## config.mk

```make
export PLATFORM = sky130hd
export DESIGN_NAME = ps2_kbd_rx_flat
export DESIGN_NICKNAME = d
export VERILOG_FILES = /design/src/rtl/ps2_pkg.sv /design/src/rtl/ps2_kbd_rx_if.sv /design/src/rtl/ps2_rx_filter.sv /design/src/rtl/ps2_kbd_rx.sv /design/src/flat_wrapper.sv
export SDC_FILE = /design/constraint.sdc
export NUM_CORES = 1
export LEC_CHECK = 0
export ABC_AREA = 0
export BUFFER_PORTS_ARGS = -buffer_cell sky130_fd_sc_hd__buf_2
export CAP_MARGIN = 0
export CORE_MARGIN = 8
export CORE_UTILIZATION = 49
export DETAILED_ROUTE_END_ITERATION = 8
export PLACE_DENSITY = 0.67
export SYNTH_ARGS = -nofsm -noshare
export SYNTH_HDL_FRONTEND = slang
export SYNTH_SLANG_ARGS = --single-unit
```

## constraint.sdc

```tcl
create_clock -name clk -period 2.15 [get_ports clk]
set_input_delay 0 -clock clk [delete_from_list [all_inputs] [get_ports clk]]
set_output_delay 0 -clock clk [all_outputs]
set_load 0.01 [all_outputs]
```

## src/rtl/ps2_pkg.sv

```systemverilog
// Shared PS/2 receive types and frame constants.
package ps2_pkg;
  typedef enum logic [1:0] {IDLE, DATA, PARITY, STOP} ps2_rx_state_t;

  localparam int   FRAME_BITS = 11;
  localparam int   DATA_BITS  = 8;
  localparam logic START_LVL  = 1'b0;
  localparam logic STOP_LVL   = 1'b1;
endpackage

```

## src/rtl/ps2_kbd_rx_if.sv

```systemverilog
// Keyboard lines in, scan-code strobe/error out.
interface ps2_kbd_rx_if;
  import ps2_pkg::*;

  logic                 ps2_clk_i;
  logic                 ps2_data_i;
  logic [DATA_BITS-1:0] code_o;
  logic                 strobe_o;
  logic                 err_o;

  // master drives the PS/2 lines (keyboard side), slave is the receiver
  modport master (output ps2_clk_i, ps2_data_i, input code_o, strobe_o, err_o);
  modport slave  (input ps2_clk_i, ps2_data_i, output code_o, strobe_o, err_o);
endinterface

```

## src/rtl/ps2_rx_filter.sv

```systemverilog
// Two-flop synchronizer plus run-length glitch filter for one PS/2 line.
module ps2_rx_filter #(
    parameter int FILTER_LEN = 4
) (
    input  logic clk,
    input  logic rst,
    input  logic din,
    output logic dout
);
    localparam int CW = $clog2(FILTER_LEN + 1);

    logic [1:0]    sync;
    logic          filt;
    logic [CW-1:0] cnt;

    // cnt tracks how many consecutive synced samples disagree with the filtered level
    always_ff @(posedge clk or posedge rst) begin
        if (rst) begin
            sync <= 2'b11;
            filt <= 1'b1;
            cnt  <= '0;
        end else begin
            sync <= {sync[0], din};
            if (sync[1] == filt) begin
                cnt <= '0;
            end else if (cnt == CW'(FILTER_LEN - 1)) begin
                filt <= sync[1];
                cnt  <= '0;
            end else begin
                cnt <= cnt + 1'b1;
            end
        end
    end

    assign dout = filt;
endmodule

```

## src/rtl/ps2_kbd_rx.sv

```systemverilog
// PS/2 keyboard frame receiver. Optional inactivity timeout: define PS2_KBD_RX_TIMEOUT_EN.
module ps2_kbd_rx
    import ps2_pkg::*;
#(
    parameter int FREQ_HZ    = 1_000_000,
    parameter int FILTER_LEN = 4,
    parameter int TIMEOUT_US = 2000
) (
    input  logic           clk,
    input  logic           reset_i,
    ps2_kbd_rx_if.slave    bus
);
    localparam int CNT_W          = $clog2(FRAME_BITS);
    localparam int TIMEOUT_CYCLES = FREQ_HZ / 1_000_000 * TIMEOUT_US;

    if (FREQ_HZ % 1_000_000 != 0 || TIMEOUT_CYCLES < 2) begin : g_bad_cfg
        $error("ps2_kbd_rx: FREQ_HZ must be a whole MHz and the timeout at least 2 cycles");
    end

    logic clk_f, data_f, clk_f_q, fall;

    ps2_rx_filter #(.FILTER_LEN(FILTER_LEN)) u_clk_flt (
        .clk(clk), .rst(reset_i), .din(bus.ps2_clk_i), .dout(clk_f));
    ps2_rx_filter #(.FILTER_LEN(FILTER_LEN)) u_data_flt (
        .clk(clk), .rst(reset_i), .din(bus.ps2_data_i), .dout(data_f));

    ps2_rx_state_t        state_q, state_d;
    logic [CNT_W-1:0]     cnt_q, cnt_d;
    logic [DATA_BITS-1:0] shreg_q, shreg_d, code_q, code_d;
    logic                 par_q, par_d, strobe_q, strobe_d, err_q, err_d;

`ifdef PS2_KBD_RX_TIMEOUT_EN
    localparam int TMR_W = $clog2(TIMEOUT_CYCLES);
    logic [TMR_W-1:0] tmr_q, tmr_d;
`endif

    assign fall = clk_f_q & ~clk_f;

    always_ff @(posedge clk or posedge reset_i) begin
        if (reset_i) begin
            clk_f_q  <= 1'b1;
            state_q  <= IDLE;
            cnt_q    <= '0;
            shreg_q  <= '0;
            par_q    <= 1'b0;
            code_q   <= '0;
            strobe_q <= 1'b0;
            err_q    <= 1'b0;
`ifdef PS2_KBD_RX_TIMEOUT_EN
            tmr_q    <= '0;
`endif
        end else begin
            clk_f_q  <= clk_f;
            state_q  <= state_d;
            cnt_q    <= cnt_d;
            shreg_q  <= shreg_d;
            par_q    <= par_d;
            code_q   <= code_d;
            strobe_q <= strobe_d;
            err_q    <= err_d;
`ifdef PS2_KBD_RX_TIMEOUT_EN
            tmr_q    <= tmr_d;
`endif
        end
    end

    always_comb begin
        state_d  = state_q;
        cnt_d    = cnt_q;
        shreg_d  = shreg_q;
        par_d    = par_q;
        code_d   = code_q;
        strobe_d = 1'b0;
        err_d    = 1'b0;
        if (fall) begin
            unique case (state_q)
                IDLE: begin
                    if (data_f == START_LVL) begin
                        state_d = DATA;
                        cnt_d   = '0;
                    end else begin
                        err_d = 1'b1;
                    end
                end
                DATA: begin
                    shreg_d = {data_f, shreg_q[DATA_BITS-1:1]};
                    cnt_d   = cnt_q + 1'b1;
                    if (cnt_q == CNT_W'(DATA_BITS - 1)) state_d = PARITY;
                end
                PARITY: begin
                    par_d   = data_f;
                    state_d = STOP;
                end
                STOP: begin
                    // odd parity over data plus parity bit
                    if (data_f == STOP_LVL && ^{shreg_q, par_q}) begin
                        code_d   = shreg_q;
                        strobe_d = 1'b1;
                    end else begin
                        err_d = 1'b1;
                    end
                    state_d = IDLE;
                end
                default: state_d = IDLE;
            endcase
        end
`ifdef PS2_KBD_RX_TIMEOUT_EN
        // a lost edge leaves the frame stuck; drop it so the next start bit resyncs
        else if (state_q != IDLE && tmr_q == TMR_W'(TIMEOUT_CYCLES - 1)) begin
            state_d = IDLE;
            cnt_d   = '0;
            err_d   = 1'b1;
        end
        tmr_d = (fall || state_q == IDLE) ? '0 : tmr_q + 1'b1;
`endif
    end

    assign bus.code_o   = code_q;
    assign bus.strobe_o = strobe_q;
    assign bus.err_o    = err_q;
endmodule

```

## src/flat_wrapper.sv

```systemverilog
// flat-port wrapper written by rule: the top's interface ports become plain ports
module ps2_kbd_rx_flat import ps2_pkg::*;
#(
    parameter int FREQ_HZ    = 1_000_000,
    parameter int FILTER_LEN = 4,
    parameter int TIMEOUT_US = 2000
)
  (clk, reset_i, bus_ps2_clk_i, bus_ps2_data_i, bus_code_o, bus_strobe_o, bus_err_o);
  ps2_kbd_rx_if bus_i ();
  input  logic clk;
  input  logic reset_i;
  input wire logic [$bits(bus_i.ps2_clk_i)-1:0] bus_ps2_clk_i;
  input wire logic [$bits(bus_i.ps2_data_i)-1:0] bus_ps2_data_i;
  output wire logic [$bits(bus_i.code_o)-1:0] bus_code_o;
  output wire logic [$bits(bus_i.strobe_o)-1:0] bus_strobe_o;
  output wire logic [$bits(bus_i.err_o)-1:0] bus_err_o;
  assign bus_i.ps2_clk_i = bus_ps2_clk_i;
  assign bus_i.ps2_data_i = bus_ps2_data_i;
  assign bus_code_o = bus_i.code_o;
  assign bus_strobe_o = bus_i.strobe_o;
  assign bus_err_o = bus_i.err_o;
  ps2_kbd_rx #(.FREQ_HZ(FREQ_HZ), .FILTER_LEN(FILTER_LEN), .TIMEOUT_US(TIMEOUT_US)) u_core (.clk(clk), .reset_i(reset_i), .bus(bus_i));
endmodule
```

* After elaboration in Yosys (flattened, before gate mapping)
Cells that the tools add are included.
Storage, ports and cells: bits in registers 38, input bits 4, output and inout bits 10, word-level logic and storage cells 58
Operators by class: $add $sub $neg 3, equality and inequality tests 10, muxes and demuxes 16, bitwise gates (word level) 4, reductions and logical operators 11
Operators by type and width (number):
- $mux W3 | 4
- $reduce_and A3 Y1 | 3
- $reduce_xor A9 Y1 | 1
- $pmux W2 S4 | 1
- $pmux W4 S2 | 1
- $reduce_and A2 Y1 | 4
- $add A3 B1 Y3 const B | 2
- $eq A3 B2 Y1 const B | 2
- $mux W1 | 6
- $add A4 B1 Y4 const B | 1
- $eq A2 B2 Y1 const B | 2
- $eq A4 B3 Y1 const B | 1
- $mux W2 | 2
- $mux W4 | 1
- $not A1 Y1 | 3
- $eq A1 B1 Y1 | 2
- $eq A2 B1 Y1 const B | 1
- $logic_not A2 Y1 | 1
- $ne A2 B1 Y1 const B | 1
- $ne A2 B2 Y1 const B | 1
- $pmux W1 S2 | 1
- $reduce_bool A2 Y1 | 1
- $and A1 B1 Y1 | 1
- $logic_and A1 B1 Y1 | 1

* Depth between registers and ports, before layout
depth after elaboration 5, gate-level depth with buffers 6

* Modules after synthesis
From an unflattened synthesis, not the netlist that was laid out.
Unflattened totals: cells, all modules 120, area, all modules 1679.1 µm²
By module, submodules not included:
- ps2_kbd_rx | times used 1, cells an instance 92, area an instance 1231.2 µm², seq. area each 651.9 µm²
- ps2_rx_filter | times used 2, cells an instance 14, area an instance 224.0 µm², seq. area each 153.9 µm²

* Least setup slack after synthesis
No wires, ideal clock.
kind reg-to-reg, start register u_core.shreg_q[3], end register u_core.code_q[0], in the netlist u_core.bus.code_o[0], arrival time 1.684 ns, path slack 0.342 ns, stages on the path, launching flop included 5, buffers on the path 0, clock period less this slack 1.808 ns, cells stage by stage dfrtp_1 -> xor2_1 -> xnor3_2 -> mux2i_4 -> mux2_2
On the way: word-level cells in the longest chain between the ends 3
Ends and longest elaborated chain:
- start: declaration | line ps2_kbd_rx.sv:29 | logic [DATA_BITS-1:0] shreg_q, shreg_d, code_q, code_d;
- start signal: assignment | line ps2_kbd_rx.sv:56 | shreg_q <= shreg_d;
- $reduce_xor A9 Y1 | line ps2_kbd_rx.sv:96 | if (data_f == STOP_LVL && ^{shreg_q, par_q}) begin
- $logic_and A1 B1 Y1 | line ps2_kbd_rx.sv:96
- $reduce_and A3 Y1 (no source line)
- end signal: assignment | line ps2_kbd_rx.sv:58 | code_q <= code_d;
- end: declaration | line ps2_kbd_rx.sv:29
Every way passes these cells. A chain may end at the register's enable or synchronous reset.

* Worst setup path in the final report
start register u_core.shreg_q[3], end register u_core.code_q[4], in the netlist u_core.bus.code_o[4]
Same word-level chain as after synthesis.

==> flow_summary.ini <==
[run_status]
status = finished clean

[synth]
yosysSeqAreaShare_pct = 57.8
ys_seq_elements = 38
synthTopCellsByCount = dfrtp_1 (31), mux2_2 (20), ha_1 (8)
synth_cells = 118
synth_area_leaders = dfrtp_1 (47%), mux2_2 (14%), dfstp_2 (11%)
synth_top_area_share_pct = 46.7
synth_most_common_cell = dfrtp_1
synth-edff-count = 0
ys_async_sr_fraction_pct = 100
synth_cell_types = 29
synth_area_leader_cell = dfrtp_1
ys_warn_count = 0
synth_nets = 130
synthFlopType = dfrtp_1
synth_area_um2 = 1660
syn_avg_cell_area_um2 = 14.1

[die]
row_count = 21
die_area_um2 = 5510
ios = 14
die_h_um = 74.2
die_w_um = 74.2
core_area_um2 = 3280
initial_core_util_pct = 50.6

[critical_path]
arrival_ps = 2170
reg2reg_to = u_core.bus.code_o[4]$_DFFE_PP0P_
cp_max_fo = 9
reg2reg_slack_ps = 220
critPathLaunchType = flop
crit_path_end_kind = flop
regToRegStartpoint = u_core.shreg_q[3]$_DFFE_PP0P_
crit_type = reg2reg
crit_required_ps = 2390
reg2regPathDepth = 4

[sta]
worst_clock_skew_ps = 12.4
fin_setup_tns_ps = 0
timing.final.crit_share_pct = 89.7
fin_crit_ps = 1930
final_max_slew_viol_count = 0
fmax_ghz = 0.519
worst_pin_slew_ps = 494
rsz0062_at_grt = false
setup_violations = 0
finalHoldViolCount = 0
maxSlewHeadroom_pct = 67.0
fin_ws_ps = 222

[flow_run]
max-cap-violations = 0

[drt]
drc = 0
ant_nets = 0
dr_wl_met2_um = 1360
top_layer_used = met4
route.met3.wl_um = 93
vias = 951
routedWlPerCell_um = 14.2
routed_via_density = 5.09
routed_wirelength_um = 2650
first_pass_iters = 4
drt_iter0_drc = 39
met1_length_um = 1150

[global_routing]
antenna_found_initial = 0
grt_max_degree = 39
grt_usage_pct = 11.4
grt_pass1_wl_um = 4710
grt_overflow = 0
grt_pass1_vias = 1013

[clocking]
cts_tree = built
postCtsSetupBuffers = 0
cts_resized = 0
cts-buffers-inserted = 5
root_buffer = clkbuf_4
ctsHoldBuffers = 3
path_clk_slew_ps = 130
cts_buffer_depth = 2
clk_latency_ps = 350
clock-sinks = 38
h-tree-depth = 2

[power]
power_density_nw_per_um2 = 1340
p_leak_uw = 0.000955
peakVddDrop_mv = 0.611

[hold_path]
min_path_type = in2reg
min_delay_worst_endpoint = u_core.u_data_flt.sync[0]$_DFF_PP1_
min_from = bus_ps2_data_i
whs_path_depth = 2

[placement]
dp_slack_ps = 218
globalplace.congestion = 0.692
dp_hpwl_um = 1950
port_buffers = 13

[layout]
final_nets = 152
syn_to_final_growth_pct = 15.6
n_antenna_cell = 0
nFillCells = 285
drive_above_1_share_pct = 36.9
==> report_power, final <==
part	internal, uW	switching [uW]
logic	472	389
clock network	364	246
registers	928	166
==> registers in the layout, summed over array words and instances (netlist names) <==
signal / cells
u_core.bus.code_o: 8
u_core.bus.err_o: 1
u_core.bus.strobe_o: 1
u_core.clk_f_q: 1
u_core.cnt_q: 4
u_core.par_q: 1
u_core.shreg_q: 8
u_core.state_q: 2
u_core.u_clk_flt.cnt: 3
u_core.u_clk_flt.dout: 1
u_core.u_clk_flt.sync: 2
u_core.u_data_flt.cnt: 3
u_core.u_data_flt.dout: 1
u_core.u_data_flt.sync: 2
==> logic make-up after synthesis <==
| logic type | after synthesis | synth area share, % |
|---|---|---|
| muxes | 24 | 16.7 |
| and+or+nand+nor | 25 | 8.74 |
| AOI/OAI and AO/OA | 8 | 3.09 |
| DFF | 38 | 57.8 |
| adders and majority gates | 8 | 6.03 |
| xor gates and xnor gates | 8 | 6.03 |
| buffers and inverters | 7 | 1.58 |
==> per-stage QoR <==
stage,hold WS (ps),utilization [%],total power (uW),area (um2),instances
6_report,280,58.4,2570,1920,187
5_1_grt,270,58.4,2730,1920,187
4_1_cts,272,58.4,2600,1920,187
3_5_place_dp,106,54.3,1990,1780,176
3_3_place_gp,107,54.3,1930,1780,176
2_1_floorplan,4.48,-,1790,1660,118
==> layout make-up <==
type / count / area, um2 / area share (%)
timing repair buffer: 17 / 103 / 5.35
multi-input combinational: 73 / 674 / 35.1
clock inverter: 3 / 68.8 / 3.59
clock buffer: 5 / 37.5 / 1.96
sequential: 38 / 960 / 50.0
tap: 46 / 57.6 / 3.00
inverter: 5 / 18.8 / 0.978
==> metal layers <==
metal | vias to the layer above | GRT usage [%]
met2 | 12 | 19.0
met4 | 0 | 4.57
met1 | 479 | 12.7
li1 | 454 | -
met3 | 6 | 4.45
met5 | - | 0
==> critical path, cell delays in order, from the launching register on <==
cell	delay [ps]
dfrtp_1	430
xor2_1	180
xnor3_2	440
mux2i_4	400
mux2_2	380
==> worst max-delay path by stage <==
stage	start	endpoint	slack, ps	cells after the start
floorplan	u_core.shreg_q[3]$_DFFE_PP0P_	u_core.bus.code_o[0]$_DFFE_PP0P_	340	4
global placement	u_core.shreg_q[3]$_DFFE_PP0P_	u_core.bus.code_o[3]$_DFFE_PP0P_	260	4
detailed placement	u_core.shreg_q[3]$_DFFE_PP0P_	u_core.bus.code_o[0]$_DFFE_PP0P_	220	4
CTS	u_core.shreg_q[3]$_DFFE_PP0P_	u_core.bus.code_o[0]$_DFFE_PP0P_	190	4
global route	u_core.shreg_q[3]$_DFFE_PP0P_	u_core.bus.code_o[4]$_DFFE_PP0P_	140	4
finish	u_core.shreg_q[3]$_DFFE_PP0P_	u_core.bus.code_o[4]$_DFFE_PP0P_	220	4
==> cells in the final DEF, fill, tap and decap left out, types with 2 or more instances in the layout <==
cell type and count:
dfrtp_1 31, clkbuf_4 5, nand3_1 3, nor3b_1 4, a22o_1 2, nor2_1 2, bufinv_16 2, nor2b_1 3
o21ai_0 2, mux2_2 20, dlygate4sd3_1 3, ha_1 8, nand2_1 6, xnor2_1 5, buf_2 13, inv_1 5
dfstp_2 7, mux2i_1 3, a21oi_1 2
Power figures use the tool's default switching activity.
